==> src/rtl/block_mem_ctrl.sv <==
// block_mem_ctrl
// Moves one 128-byte cache block (32 words) between a cache and a simple
// strobed main memory, one word at a time, with one access outstanding.
//
// Ports
//   clk, rst            clock (rising edge) and synchronous active-high reset
//   req_valid/req_ready request handshake; accepted only while idle
//   req_write           1 = writeback (cache -> memory), 0 = fill
//   req_addr            byte address; low 7 bits only pick the critical word
//   wr_valid/wr_ready   writeback word stream from the cache, in word order
//   wr_data             writeback word
//   rd_valid            one-cycle pulse per filled word (no backpressure)
//   rd_data, rd_idx     filled word and its index within the block
//   done                one-cycle pulse when the block transfer completes
//   mem_ren, mem_wen    one-cycle memory strobes (never both high)
//   mem_addr, mem_din   memory word address / write data, held after a strobe
//   mem_dout            memory read data, valid MEM_LATENCY cycles after mem_ren
//
// Build option
//   BMC_CRIT_WORD_FIRST_EN  fills start at word req_addr[6:2] and wrap around
//                           the block; writebacks always start at word 0.
module block_mem_ctrl #(
   parameter int DATA_WIDTH      = 32,
   parameter int ADDR_WIDTH      = 32,
   parameter int WORDS_PER_BLOCK = 32,
   parameter int MEM_LATENCY     = 4,
   parameter int IDX_W           = $clog2(WORDS_PER_BLOCK)
) (
   input  logic                  clk,
   input  logic                  rst,
   input  logic                  req_valid,
   output logic                  req_ready,
   input  logic                  req_write,
   input  logic [ADDR_WIDTH-1:0] req_addr,
   input  logic                  wr_valid,
   input  logic [DATA_WIDTH-1:0] wr_data,
   output logic                  wr_ready,
   output logic                  rd_valid,
   output logic [DATA_WIDTH-1:0] rd_data,
   output logic [IDX_W-1:0]      rd_idx,
   output logic                  done,
   output logic                  mem_ren,
   output logic                  mem_wen,
   output logic [ADDR_WIDTH-1:0] mem_addr,
   output logic [DATA_WIDTH-1:0] mem_din,
   input  logic [DATA_WIDTH-1:0] mem_dout
);

   // Byte offset inside a block: word index plus 2 bits of byte-in-word.
   localparam int OFF_W = IDX_W + 2;
   localparam int LAT_W = (MEM_LATENCY > 1) ? $clog2(MEM_LATENCY) : 1;
   localparam logic [IDX_W-1:0] LAST_XFER = IDX_W'(WORDS_PER_BLOCK - 1);
   localparam logic [LAT_W-1:0] LAST_LAT  = LAT_W'(MEM_LATENCY - 1);

   typedef enum logic [2:0] {
      IDLE, WR_WAIT, WR_ISSUE, WR_LAT, RD_ISSUE, RD_LAT, DONE
   } state_t;

   state_t                       state_reg;
   logic [ADDR_WIDTH-OFF_W-1:0]  base_reg;      // block-aligned upper address bits
   logic [IDX_W-1:0]             word_idx_reg;  // word currently being moved
   logic [IDX_W-1:0]             xfer_cnt_reg;  // words moved so far (ends the block)
   logic [LAT_W-1:0]             lat_cnt_reg;

   logic [IDX_W-1:0]             start_idx;
   logic [IDX_W-1:0]             idx_inc;
   logic                         unused_bits;

   // Index arithmetic wraps naturally modulo the block size.
   assign idx_inc = word_idx_reg + IDX_W'(1);

`ifdef BMC_CRIT_WORD_FIRST_EN
   assign start_idx   = req_write ? '0 : req_addr[OFF_W-1:2];
   assign unused_bits = ^req_addr[1:0];
`else
   assign start_idx   = '0;
   assign unused_bits = ^req_addr[OFF_W-1:0];
`endif

   always_ff @(posedge clk) begin
      if (rst) begin
         state_reg    <= IDLE;
         base_reg     <= '0;
         word_idx_reg <= '0;
         xfer_cnt_reg <= '0;
         lat_cnt_reg  <= '0;
         req_ready    <= 1'b1;
         wr_ready     <= 1'b0;
         rd_valid     <= 1'b0;
         rd_data      <= '0;
         rd_idx       <= '0;
         done         <= 1'b0;
         mem_ren      <= 1'b0;
         mem_wen      <= 1'b0;
         mem_addr     <= '0;
         mem_din      <= '0;
      end else begin
         // Pulsed outputs default low; each state raises them for one cycle.
         rd_valid <= 1'b0;
         done     <= 1'b0;
         mem_ren  <= 1'b0;
         mem_wen  <= 1'b0;

         case (state_reg)
            IDLE: begin
               if (req_valid) begin
                  base_reg     <= req_addr[ADDR_WIDTH-1:OFF_W];
                  word_idx_reg <= start_idx;
                  xfer_cnt_reg <= '0;
                  req_ready    <= 1'b0;
                  if (req_write) begin
                     wr_ready  <= 1'b1;
                     state_reg <= WR_WAIT;
                  end else begin
                     // Issue the first read straight away from the new base.
                     mem_ren   <= 1'b1;
                     mem_addr  <= {req_addr[ADDR_WIDTH-1:OFF_W], start_idx, 2'b00};
                     state_reg <= RD_ISSUE;
                  end
               end
            end

            WR_WAIT: begin
               if (wr_valid) begin
                  wr_ready  <= 1'b0;
                  mem_wen   <= 1'b1;
                  mem_din   <= wr_data;
                  mem_addr  <= {base_reg, word_idx_reg, 2'b00};
                  state_reg <= WR_ISSUE;
               end
            end

            WR_ISSUE: begin
               lat_cnt_reg <= '0;
               state_reg   <= WR_LAT;
            end

            WR_LAT: begin
               if (lat_cnt_reg == LAST_LAT) begin
                  word_idx_reg <= idx_inc;
                  xfer_cnt_reg <= xfer_cnt_reg + IDX_W'(1);
                  if (xfer_cnt_reg == LAST_XFER) begin
                     done      <= 1'b1;
                     state_reg <= DONE;
                  end else begin
                     wr_ready  <= 1'b1;
                     state_reg <= WR_WAIT;
                  end
               end else begin
                  lat_cnt_reg <= lat_cnt_reg + LAT_W'(1);
               end
            end

            RD_ISSUE: begin
               lat_cnt_reg <= '0;
               state_reg   <= RD_LAT;
            end

            RD_LAT: begin
               if (lat_cnt_reg == LAST_LAT) begin
                  rd_valid     <= 1'b1;
                  rd_data      <= mem_dout;
                  rd_idx       <= word_idx_reg;
                  word_idx_reg <= idx_inc;
                  xfer_cnt_reg <= xfer_cnt_reg + IDX_W'(1);
                  if (xfer_cnt_reg == LAST_XFER) begin
                     done      <= 1'b1;
                     state_reg <= DONE;
                  end else begin
                     // Next read goes out while the current word is delivered.
                     mem_ren   <= 1'b1;
                     mem_addr  <= {base_reg, idx_inc, 2'b00};
                     state_reg <= RD_ISSUE;
                  end
               end else begin
                  lat_cnt_reg <= lat_cnt_reg + LAT_W'(1);
               end
            end

            DONE: begin
               req_ready <= 1'b1;
               state_reg <= IDLE;
            end

            default: begin
               req_ready <= 1'b1;
               state_reg <= IDLE;
            end
         endcase
      end
   end

endmodule

==> config.mk <==
export PLATFORM = sky130hd
export DESIGN_NAME = block_mem_ctrl
export DESIGN_NICKNAME = d
export VERILOG_FILES = /design/src/rtl/block_mem_ctrl.sv
export SDC_FILE = /design/constraint.sdc
export NUM_CORES = 1
export LEC_CHECK = 0
export CAP_MARGIN = 10
export CORE_ASPECT_RATIO = 0.5
export CORE_MARGIN = 2
export CORE_UTILIZATION = 47
export CTS_CLUSTER_DIAMETER = 50
export DETAILED_ROUTE_END_ITERATION = 8
export PLACE_DENSITY = 0.83
export SLEW_MARGIN = 40
export SYNTH_ARGS = -nofsm -noshare
export SYNTH_HDL_FRONTEND = slang
export SYNTH_SLANG_ARGS = --single-unit
==> constraint.sdc <==
create_clock -name clk -period 3.7 [get_ports clk]
set_input_delay 0.74 -clock clk [delete_from_list [all_inputs] [get_ports clk]]
set_output_delay 0.74 -clock clk [all_outputs]
set_load 0.02 [all_outputs]
==> qor.txt, run 1 <==
nature of the critical path startpoint -> flip-flop
Pwr Density -> 611 nW/um^2
crit share post-route -> 63.7%
Max clock buf depth -> 2
worst vdd ir -> 0.339 mV
vias post-DR -> 5479
final setup fails -> 0
WL final -> 15800 um
area of all placed cells without fillers -> 8400 um^2
clock sinks -> 145
Initial Util -> 48.7%
f_max -> 425 MHz
CP cell instances -> ha_1 > and3_1 > ha_1 > and3b_1 > o21a_1 > buf_4 > o31ai_1 > a21oi_1
# IOs -> 208
CTS tree -> done
Die W -> 161 um
routed vias/inst -> 5.24
CTS buffer count -> 17
Worst Path Required -> 4.03 ns
CP max FO -> 19
Leak -> 3.12 nW
Syn. warnings -> 0
most frequent CP cell -> ha_1
# Post-CTS Setup Buffers -> 0
Core ar. -> 11900 um^2
antenna cells -> 0
gpl congestion -> 0.847
placed inst area -> 7800 um^2
post-CTS sizing -> 0
crit path kind -> flip-flop to flip-flop
crit-path max cell delay -> 0.38 ns
slowest CP cell -> o21a_1
Unique masters post-synth -> 49
WL per Instance -> 15.1 um
unrepaired setup endpoints after global routing -> no
number of global-route vias before repair -> 5003
# H-tree levels -> 4
Regs by FF count -> mem_din x32, rd_data x32, mem_addr x30
Final Slew Violations -> 0
Clock Skew -> 0.0123 ns
Hold Path Class -> flip-flop to flip-flop
P&R area growth vs syn -> 44.8%
crit end category -> flip-flop
die area -> 13300 um^2
CTS clk-pin slew, worst paths -> 0.06 ns
DR pass1 iterations -> 5
synthesized cell area -> 5800 um^2
layout cells sized above 1 -> 6.47%
first-pass GRT wire length -> 24800 um
First DRT Iteration DRCs -> 382
DRC errors left -> 0
synthesized area per cell -> 8.35 um^2
Rel. slew slack -> 45.4%
max_cap viols -> 0
status -> finished, final reports clean
Final #Nets -> 974
grt ovf -> 0
crit path DAT -> 2.69 ns
register area share after synthesis -> 50.1%
Pwr Total -> 5.13 mW
Post-CTS Hold Buffers -> 0
Fin Setup TNS -> 0 ns
Tightest Pin Transition -> 0.820 ns
antenna violations before repair -> 0
hpwl dp -> 10400 um
Die Y -> 82.5 um
Post-Syn Instances -> 694
post-route ant nets -> 0
worst skew pair latency -> 0.41 ns
port buffer count -> 198
Rows -> 28
number of synthesized register bits -> 145
largest net degree at the start of global routing -> 73
Final Critical Period -> 2.36 ns
CTS root buf -> clkbuf_16
Final Hold Viols -> 0
Tot GR Track Use -> 23.1%
[worst max-delay path, delay by kind of cell (launching register included)]
| family | cells | cell delay, ns |
|---|---|---|
| adder cells (fa/ha/maj) | 2 | 0.49 |
| AO/OA/AOI/OAI | 3 | 0.61 |
| AND/OR/NAND/NOR | 2 | 0.48 |
| flip-flops | 1 | 0.34 |
| buffers and inverters | 1 | 0.34 |
[metal layers]
layer  track usage (%)  up-vias  part of all wire [%]  wire length, um
met1              28.8     2554                    45             7080
met5                 0        -                     0                0
met3              4.90       22                   5.5              874
met2              41.2      186                    49             7680
met4              6.61        0                   1.1              170
li1                  -     2717                     -                -
[area by class of cell]
cell class / instances / area (um^2)
Tap cell: 165 / 206
Multi-Input combinational cell: 491 / 2620
Sequential cell: 145 / 2900
Clock inverter: 11 / 129
Fill cell: 938 / 3510
Timing Repair Buffer: 209 / 2060
Clock buffer: 21 / 460
Inverter: 4 / 15.0
[synthesized netlist by cell type, drive strengths merged]
cell / number / share of area (%)
nand2: 204 / 13
dfxtp: 145 / 50
a21oi: 136 / 12
buf: 32 / 3.1
mux2i: 28 / 4.8
o31ai: 25 / 3.2
clkbuf: 23 / 1.5
nor2: 15 / 0.97
nand3: 11 / 0.95
nor3: 10 / 1.1
o21ai: 7 / 0.67
a211oi: 6 / 0.78
ha: 5 / 1.1
inv: 4 / 0.26
xnor2: 4 / 0.93
a22oi: 3 / 0.39
and3: 3 / 0.32
nand3b: 3 / 0.39
a2111oi: 2 / 0.41
a31oi: 2 / 0.22
and2: 2 / 0.22
nand2b: 2 / 0.22
nand4: 2 / 0.22
nor2b: 2 / 0.22
nor4: 2 / 0.22
o32ai: 2 / 0.30
a31o: 1 / 0.15
and2b: 1 / 0.15
and3b: 1 / 0.15
and4: 1 / 0.15
and4bb: 1 / 0.22
conb: 1 / 0.065
mux2: 1 / 0.19
nor4b: 1 / 0.41
o211a: 1 / 0.17
o21a: 1 / 0.13
o21ba: 1 / 0.17
or2b: 1 / 0.13
or3: 1 / 0.13
xor2: 1 / 0.15
[worst paths after layout]
kind,slack [ns],endpoint,cells past startpoint,startpoint
max,1.34,mem_addr[18]$_SDFFE_PP0P_,8,xfer_cnt_reg[0]$_SDFFE_PP0P_
min,0.45,rd_data[8]$_SDFFE_PP0P_,2,rd_data[8]$_SDFFE_PP0P_
max reg2reg,1.34,mem_addr[18]$_SDFFE_PP0P_,8,xfer_cnt_reg[0]$_SDFFE_PP0P_
min reg2reg,0.45,rd_data[8]$_SDFFE_PP0P_,2,rd_data[8]$_SDFFE_PP0P_
[kinds of logic (layout without fill, tap and decap cells)]
kind of cell             after synthesis  in the layout  synth area share [%]
AND/OR/NAND/NOR                      263            263                  19.4
buffers and inverters                 59            245                  4.88
multiplexers                          29             29                  5.03
AO/OA/AOI/OAI                        187            187                  18.4
adder cells (fa/ha/maj)                5              5                  1.08
other                                  1              2                0.0647
XOR/XNOR                               5              5                  1.08
flip-flops                           145            145                  50.1
[through the flow]
| stage | utilization, % | hold slack (ns) | setup WS [ns] | cells |
|---|---|---|---|---|
| floorplan | - | 0.436 | 1.78 | 695 |
| global placement | 65.5 | 0.440 | 1.11 | 1014 |
| detailed placement | 65.5 | 0.446 | 1.05 | 1014 |
| CTS | 70.5 | 0.454 | 1.37 | 1046 |
| global route | 70.5 | 0.470 | 1.21 | 1046 |
| finish | 70.5 | 0.452 | 1.34 | 1046 |
[placed cells by master (no fill, tap or decap), types with 3 or more instances in the layout]
cell type	count
a211oi_1	6
a21oi_1	136
a22oi_1	3
and3_1	3
buf_4	12
clkbuf_16	17
clkdlybuf4s50_1	197
clkinv_4	3
dfxtp_1	144
ha_1	5
inv_1	3
mux2i_1	28
nand2_1	203
nand3_1	11
nand3b_1	3
nor2_1	15
nor3_1	8
o21ai_0	6
o31ai_1	25
xnor2_1	3
[power breakdown]
part           switching [mW]  internal (mW)
Clock                   0.659           1.03
Sequential              0.179           1.77
Combinational           0.833          0.657
(Power assumes the default switching activity.)
==> run 2, diff against run 1 <==
CORE_UTILIZATION = 45   (was 47)
PLACE_DENSITY = 0.8   (was 0.83)
clock period = 2.4 ns   (was 3.7 ns; I/O delays follow)
==> qor.txt, run 2 (synthesized netlist as in run 1, its figures left out) <==
gpl congestion -> 0.829 (-2.1%)
routed vias/inst -> 5.15 (-1.6%)
first-pass GRT wire length -> 25500 um (+2.7%)
Buf+Inv Stages, Crit Path -> 0 (-1)
crit end category -> flip-flop
worst vdd ir -> 0.432 mV (+27%)
Comb pwr share -> 30.7% (+1.7 points)
WL final -> 15900 um (+0.87%)
DR pass1 iterations -> 5 (unchanged)
Final Critical Period -> 2.12 ns (-0.231 ns)
Die W -> 165 um (+2.1%)
P_int -> 5.40 mW (+56%)
WL per Instance -> 15.0 um (-0.46%)
FF-to-FF End -> xfer_cnt_reg[2]$_SDFFE_PP0P_
Rows -> 29 (+3.6%)
Hold Slack -> 0.451 ns (-0.00128 ns)
First DRT Iteration DRCs -> 381 (-0.26%)
sw power -> 2.62 mW (+57%)
Tot GR Track Use -> 22.6% (-0.49 points)
Max clock buf depth -> 2 (unchanged)
unrepaired setup endpoints after global routing -> no
CTS tree -> done
commonest non-fill, non-tap cells in the layout -> nand2_1 (203), clkdlybuf4s50_1 (197), dfxtp_1 (145), a21oi_1 (136), mux2i_1 (28)
pre-CTS setup slack -> 0.264 ns (-0.791 ns)
Hold Startpoint -> mem_din[0]$_SDFFE_PP0P_
Rel. slew slack -> 48.1% (+2.7 points)
Fillers -> 1023 (+9.1%)
hpwl dp -> 10300 um (-1.4%)
CP cell instances -> xnor2_4 > nor2_1 > a21oi_1 > a211oi_1
R2R cell count -> 4 (-4)
# H-tree levels -> 4 (unchanged)
die area -> 13900 um^2 (+4.3%)
Fin Setup TNS -> 0 ns (unchanged)
Post-CTS Hold Buffers -> 0 (unchanged)
largest net degree at the start of global routing -> 116 (+59%)
Final Slew Violations -> 0 (unchanged)
crit path kind -> flip-flop to flip-flop
DRC errors left -> 0 (unchanged)
Clock power frac -> 32.2% (-0.8 points)
P&R area growth vs syn -> 46.9%
area of all placed cells without fillers -> 8520 um^2 (+1.4%)
number of global-route vias before repair -> 5156 (+3.1%)
Tightest Pin Transition -> 0.777 ns (-0.0422 ns)
Final #Nets -> 983 (+0.92%)
Pwr Total -> 8.02 mW (+56%)
CTS root buf -> clkbuf_16
Pwr Density -> 942 nW/um^2 (+54%)
final setup fails -> 0 (unchanged)
Die Y -> 84.3 um (+2.1%)
crit-path max cell delay -> 0.82 ns (+0.44 ns)
Regs by FF count -> mem_din x32, rd_data x32, mem_addr x30
max_cap viols -> 0 (unchanged)
post-CTS sizing -> 0 (unchanged)
dpl cells -> 1028 (+1.4%)
r2r startpoint -> state_reg[2]$_SDFFE_PP0P_
Hold Path Stages -> 2 (unchanged)
Initial Util -> 45.9% (-2.8 points)
min setup slack post-route -> 0.275 ns (-1.07 ns)
Leak -> 3.17 nW (+1.5%)
crit-path leading delay family -> flip-flops
layout cells sized above 1 -> 7.30% (+0.83 points)
placed inst area -> 7940 um^2 (+1.7%)
Final Hold Viols -> 0 (unchanged)
status -> finished, final reports clean
Core Util, Final -> 67.5% (-3.0 points)
Hold Path Class -> flip-flop to flip-flop
final cell count without fillers -> 1060 (+1.3%)
hold endpoint -> mem_din[0]$_SDFFE_PP0P_
CP max FO -> 16 (-3)
# Post-CTS Setup Buffers -> 0 (unchanged)
clock sinks -> 145 (unchanged)
crit share post-route -> 88.5% (+25 points)
Clock Skew -> 0.00824 ns (-0.00403 ns)
worst skew pair latency -> 0.41 ns (about the same)
f_max -> 471 MHz (+11%)
# IOs -> 208 (unchanged)
Worst Path Required -> 2.71 ns (-1.32 ns)
Core ar. -> 12600 um^2 (+6.0%)
antenna cells -> 0 (unchanged)
nature of the critical path startpoint -> flip-flop
Switching Share -> 32.7% (+0.15 points)
post-route ant nets -> 0 (unchanged)
CTS clk-pin slew, worst paths -> 0.06 ns (about the same)
sequential power share -> 37.0% (-1.0 points)
crit path DAT -> 2.43 ns (-0.26 ns)
CTS buffer count -> 17 (unchanged)
commonest non-fill, non-tap cell in the layout -> nand2_1
vias post-DR -> 5462 (-0.31%)
port buffer count -> 198 (unchanged)
grt ovf -> 0 (unchanged)
worst reg-to-reg setup slack -> 0.28 ns (-1.07 ns)
antenna violations before repair -> 0 (unchanged)
slowest CP cell -> dfxtp_1
==> run 2: tightest hold or removal path, delay by kind of cell, from the launching register on <==
family           cells  cell delay [ns]
AO/OA/AOI/OAI        1             0.05
AND/OR/NAND/NOR      1             0.05
flip-flops           1             0.31
==> run 2: how the worst max path moves through the flow <==
stage | depth (start not counted) | slack, ns | to | startpoint
2_1_floorplan | 9 | 0.48 | mem_addr[13]$_SDFFE_PP0P_ | xfer_cnt_reg[0]$_SDFFE_PP0P_
3_3_place_gp | 5 | 0.32 | state_reg[1]$_SDFFE_PP0P_ | req_valid
3_5_place_dp | 6 | 0.26 | mem_addr[13]$_SDFFE_PP0P_ | wr_valid
4_1_cts | 8 | 0.31 | mem_addr[13]$_SDFFE_PP0P_ | xfer_cnt_reg[0]$_SDFFE_PP0P_
5_1_grt | 4 | 0.11 | xfer_cnt_reg[2]$_SDFFE_PP0P_ | state_reg[2]$_SDFFE_PP0P_
6_report | 4 | 0.28 | xfer_cnt_reg[2]$_SDFFE_PP0P_ | state_reg[2]$_SDFFE_PP0P_
==> run 2: final cells by class <==
| class | instances | area [um^2] | share of cell area [%] |
|---|---|---|---|
| clock buffer | 20 | 447 | 5.24 |
| clock inverter | 12 | 134 | 1.57 |
| inverter | 4 | 15.0 | 0.176 |
| multi-input combinational | 491 | 2620 | 30.7 |
| sequential | 145 | 2900 | 34.1 |
| tap | 170 | 213 | 2.50 |
| timing repair buffer | 218 | 2190 | 25.7 |
==> run 2: power by group through the flow <==
stage	clock network, mW	logic, mW	registers, mW
2_1_floorplan	0	1.28	3.20
3_3_place_gp	0	2.40	3.01
3_5_place_dp	0	2.45	3.01
4_1_cts	2.63	2.46	2.97
5_1_grt	2.74	2.66	3.01
6_report	2.59	2.47	2.97
==> run 2: layer usage <==
metal	track usage, %	routed length (um)	vias up	share of wire, %
met1	28.7	7230	2554	45
met3	5.39	985	13	6.2
li1	-	-	2735	-
met2	38.9	7560	160	47
met5	0	0	-	0
met4	5.85	162	0	1.0
